[config.mk]
export PLATFORM = sky130hd
export DESIGN_NAME = write_back_queue
export DESIGN_NICKNAME = d
export VERILOG_FILES = /design/src/rtl/write_back_queue.sv
export SDC_FILE = /design/constraint.sdc
export NUM_CORES = 1
export LEC_CHECK = 0
export CAP_MARGIN = 20
export CORE_ASPECT_RATIO = 0.7
export CORE_MARGIN = 1.5
export CORE_UTILIZATION = 58
export CTS_BUF_LIST = sky130_fd_sc_hd__clkbuf_4 sky130_fd_sc_hd__clkbuf_8
export CTS_CLUSTER_DIAMETER = 60
export DETAILED_ROUTE_END_ITERATION = 10
export PLACE_DENSITY = 0.88
export SLEW_MARGIN = 20
export SYNTH_ARGS = -nofsm -noshare
export SYNTH_HDL_FRONTEND = slang
export SYNTH_SLANG_ARGS = --single-unit
[constraint.sdc]
create_clock -name clk -period 3.35 [get_ports clk]
set_clock_uncertainty 0.2 [all_clocks]
set_input_delay 0.67 -clock clk [delete_from_list [all_inputs] [get_ports clk]]
set_output_delay 0.67 -clock clk [all_outputs]
set_load 0.01 [all_outputs]
[src/rtl/write_back_queue.sv]
// write_back_queue
//   Small FIFO between the execute-side result writes and the write-back
//   register. It absorbs producer bursts while the write-back port stalls.
//
// Ports
//   clk, rst_n           clock, asynchronous active-low reset
//   flush                synchronous clear of all queued entries
//   in_valid/in_ready    producer handshake
//   in_addr/in_data      incoming write (destination address + data)
//   wb_en/wb_ready       write presented to / consumed by write-back register
//   wb_addr/wb_data      presented write
//   count                number of occupied entries
//
// Optional feature macro: WRITE_BACK_QUEUE_BYPASS_EN
//   When defined, a write arriving while the queue is empty and the
//   write-back register is ready is forwarded on wb_* in the same cycle
//   instead of being stored.

module write_back_queue #(
  parameter int DATA_W    = 32,
  parameter int ADDR_W    = 5,
  parameter int DEPTH     = 4,
  parameter int DROP_ZERO = 1
) (
  input  logic                     clk,
  input  logic                     rst_n,
  input  logic                     flush,
  input  logic                     in_valid,
  output logic                     in_ready,
  input  logic [ADDR_W-1:0]        in_addr,
  input  logic [DATA_W-1:0]        in_data,
  output logic                     wb_en,
  input  logic                     wb_ready,
  output logic [ADDR_W-1:0]        wb_addr,
  output logic [DATA_W-1:0]        wb_data,
  output logic [$clog2(DEPTH):0]   count
);

  localparam int PTR_W = $clog2(DEPTH);
  localparam int CNT_W = PTR_W + 1;

  logic [ADDR_W-1:0] addr_mem [DEPTH];
  logic [DATA_W-1:0] data_mem [DEPTH];
  logic [PTR_W-1:0]  rd_ptr;
  logic [PTR_W-1:0]  wr_ptr;
  logic [CNT_W-1:0]  count_q;

  logic q_en;
  logic drop;
  logic push;
  logic pop;
  logic store;
  logic bypass;

  assign count    = count_q;
  assign q_en     = (count_q != '0);
  // in_ready is purely registered state: no path from wb_ready.
  assign in_ready = (count_q != CNT_W'(DEPTH));
  assign drop     = (DROP_ZERO != 0) && (in_addr == '0);
  assign push     = in_valid && in_ready;
  assign pop      = q_en && wb_ready;

`ifdef WRITE_BACK_QUEUE_BYPASS_EN
  // Forward straight through only when nothing older is waiting.
  assign bypass  = !q_en && in_valid && !flush && wb_ready && !drop;
  assign wb_en   = q_en || bypass;
  assign wb_addr = bypass ? in_addr : addr_mem[rd_ptr];
  assign wb_data = bypass ? in_data : data_mem[rd_ptr];
`else
  assign bypass  = 1'b0;
  assign wb_en   = q_en;
  assign wb_addr = addr_mem[rd_ptr];
  assign wb_data = data_mem[rd_ptr];
`endif

  // Dropped (address 0) and bypassed writes complete the handshake but
  // never occupy an entry.
  assign store = push && !drop && !bypass;

  always_ff @(posedge clk or negedge rst_n) begin
    if (!rst_n) begin
      for (int i = 0; i < DEPTH; i++) begin
        addr_mem[i] <= '0;
        data_mem[i] <= '0;
      end
    end else if (store && !flush) begin
      addr_mem[wr_ptr] <= in_addr;
      data_mem[wr_ptr] <= in_data;
    end
  end

  // Flush wins over a same-cycle push or pop; storage is left as is.
  always_ff @(posedge clk or negedge rst_n) begin
    if (!rst_n) begin
      rd_ptr  <= '0;
      wr_ptr  <= '0;
      count_q <= '0;
    end else if (flush) begin
      rd_ptr  <= '0;
      wr_ptr  <= '0;
      count_q <= '0;
    end else begin
      if (store) wr_ptr <= wr_ptr + PTR_W'(1);
      if (pop)   rd_ptr <= rd_ptr + PTR_W'(1);
      case ({store, pop})
        2'b10:   count_q <= count_q + CNT_W'(1);
        2'b01:   count_q <= count_q - CNT_W'(1);
        default: count_q <= count_q;
      endcase
    end
  end

endmodule

==> reports/results.txt, run 1 <==
core area - 11700 µm²
final worst path period share - 96.0%
Async SR Flop Fraction - 100%
DR WL/cell - 20.7 µm
maxcap violations - 0
vias in the first global route - 4221
WP buf/inv - 2
Worst-path clk slew - 90 ps
Cell variety after synth - 26
num ports - 84
pin count of the biggest net entering global routing - 86
Iter 0 DRT Violations - 178
Setup Fix Bufs, Post-CTS - 0
post-DR vias/cell - 5.84
first-pass GRT wire length - 22.5 mm
port bufs - 83
GPL Wtd Cong - 0.770
RSZ-0062 raised after global routing - false
register area - 3880 µm²
Seq/Total Area, Yosys - 55.4%
worst setup path class - register to primary output
Primary FF master, synth - dfrtp_1
Final nets - 545
status - complete, no violations
worst-case clock buffer depth - 2
largest area contributor in the synthesized netlist - dfrtp_1
first-pass detailed-route iteration total - 5
Commonest cells post-synth - dfrtp_1, mux2_2, mux4_2, buf_12, mux2_1
Worst path top cell family by delay - buffers and inverters
num rows - 33
CTS Buf Count - 17
antenna viol nets, final - 0
CTS tree - done
Startpoint Class - register
CP Data Required Time - 2480 ps
HP Class - input port to async pin
signal arrival time at the worst endpoint - 2350 ps
Slowest cell on crit path - dfrtp_2
Via Count - 3901
crit-path max cell delay - 580 ps
leakage - 3.74 nW
Layout area overhead - 21.2%
Least-Margin Pin Slew - 779 ps
Post-synth EDFFs - 0
Crit. End Element - primary output
CP cell instances - buf_12, mux4_2, clkdlybuf4s50_1
Die X - 134 µm
Synth top area share - 55.4%
Mapped Area - 7000 µm²
post-synthesis net count - 449
drt drc - 0
clk_lat worst skew - 440 ps
die height - 94.9 µm
Mapped Avg Cell Area - 17.4 µm²
worst hold margin - 63.6 ps
H-tree levels - 4
power density cells - 945 nW/µm²
clk root buf - clkbuf_8
# hold bufs at CTS - 0
final setup violation count - 0
setup TNS - 0 ps
Slew Limit Fails - 0
initial core utilization - 59.7%
final antenna diode count - 0
grt ovf - 0
area of the multi-input gates - 2830 µm²
f_max - 311 MHz
# resized after CTS - 0
most common cell in the netlist - dfrtp_1
critical path depth - 3
dpl hpwl - 9.13 mm
layout cells sized above 1 - 46.4%
Slew Limit Headroom - 48.0%
Synth Register Bits - 155
Filler Cell Count - 736
Synth area leaders - dfrtp_1, mux2_2, mux4_2
r2r worst-path depth - 6
Yosys warning count - 0
gr usage total - 23.8%
post-synthesis cell count - 402
initial antenna violation count - 0
fin crit period - 3220 ps
final wirelength - 13.8 mm
# clock sinks - 155
die area - 12700 µm²
crit-path max FO - 17
Final Hold Fails - 0
maximum vdd drop - 0.534 mV
cells by family (layout without fill, tap and decap cells):
family                   after synthesis  in the layout  synth area share, %
AO/OA/AOI/OAI                          3              3                0.572
multiplexers                         190            190                 36.5
XOR/XNOR                               4              4                0.501
flip-flops                           155            155                 55.4
buffers and inverters                 24            133                 4.13
AND/OR/NAND/NOR                       21             21                 1.93
adder cells (fa/ha/maj)                5              5                 1.00
worst paths after layout:
check	end	slack, ps	start
worst max-delay path	wb_data[18]	130	rd_ptr[0]
worst min-delay path	data_mem[85]	60	rst_n
worst max register to register	count[2]	770	count[1]
worst min register to register	data_mem[96]	300	data_mem[96]
max in group asynchronous	rd_ptr[0]	2080	rst_n
min in group clk	data_mem[96]	300	data_mem[96]
cells in the final DEF (no fill, tap or decap), types with 2 or more instances in the layout:
| master | n |
|---|---|
| bufinv_16 | 5 |
| buf_4 | 3 |
| mux2_1 | 8 |
| nor2_1 | 7 |
| buf_12 | 12 |
| ha_1 | 4 |
| inv_1 | 3 |
| mux4_2 | 37 |
| inv_6 | 3 |
| clkinvlp_4 | 3 |
| dfrtp_2 | 2 |
| xor2_1 | 2 |
| dfrtp_1 | 153 |
| nand2_1 | 2 |
| xnor2_1 | 2 |
| nand2_4 | 4 |
| nor2b_1 | 3 |
| clkbuf_8 | 18 |
| mux2_2 | 142 |
| mux2i_1 | 3 |
| clkdlybuf4s50_1 | 82 |
report_power, final:
| group | internal [mW] | switching [mW] | total (mW) | leakage, nW |
|---|---|---|---|---|
| combinational | 2.05 | 1.10 | 3.15 | 1.57 |
| clock | 0.922 | 0.714 | 1.64 | 0.227 |
| sequential | 2.74 | 0.497 | 3.23 | 1.95 |
flip-flops by register name, summed over array words and instances (netlist names):
signal	count
wr_ptr	2
addr_mem	20
data_mem	128
rd_ptr	2
count	3
routing by layer:
layer / part of all wire (%) / wire [µm] / global-route usage [%] / vias up
met1: 46 / 6350 / 33.3 / 2104
met3: 4.5 / 618 / 5.85 / 12
met2: 49 / 6740 / 37.6 / 98
li1: - / - / - / 1687
met4: 0.87 / 120 / 7.26 / 0
met5: 0 / 0 / 0 / -
stage by stage:
stage / util, % / area [µm²] / setup slack, ps / power, mW / instances
2_1_floorplan: - / 7000 / 640 / 5.04 / 402
3_3_place_gp: 68.4 / 8020 / 237 / 6.24 / 636
3_5_place_dp: 68.4 / 8020 / 133 / 6.43 / 636
4_1_cts: 72.4 / 8480 / 84.5 / 8.07 / 668
5_1_grt: 72.4 / 8480 / 42.3 / 8.43 / 668
6_report: 72.4 / 8480 / 134 / 8.02 / 668
layout make-up:
type / instances / area share (%)
repair buffers: 98 / 12.9
multi-input cells: 223 / 33.4
clock inverters: 13 / 2.51
flip-flops and latches: 155 / 45.7
well taps: 157 / 2.32
inverters: 3 / 0.133
clock buffers: 19 / 3.01
No activity file was read; power rests on OpenSTA's default activity.
==> run 2: changes to the inputs <==
--- a/config.mk
+++ b/config.mk
@@ -12,6 +12,7 @@
 export CTS_BUF_LIST = sky130_fd_sc_hd__clkbuf_4 sky130_fd_sc_hd__clkbuf_8
 export CTS_CLUSTER_DIAMETER = 60
 export DETAILED_ROUTE_END_ITERATION = 10
+export HOLD_SLACK_MARGIN = 0.08
 export PLACE_DENSITY = 0.88
 export SLEW_MARGIN = 20
 export SYNTH_ARGS = -nofsm -noshare
==> results of run 2 <==
No change in the layout: final DEF, timing and power equal those of run 1.
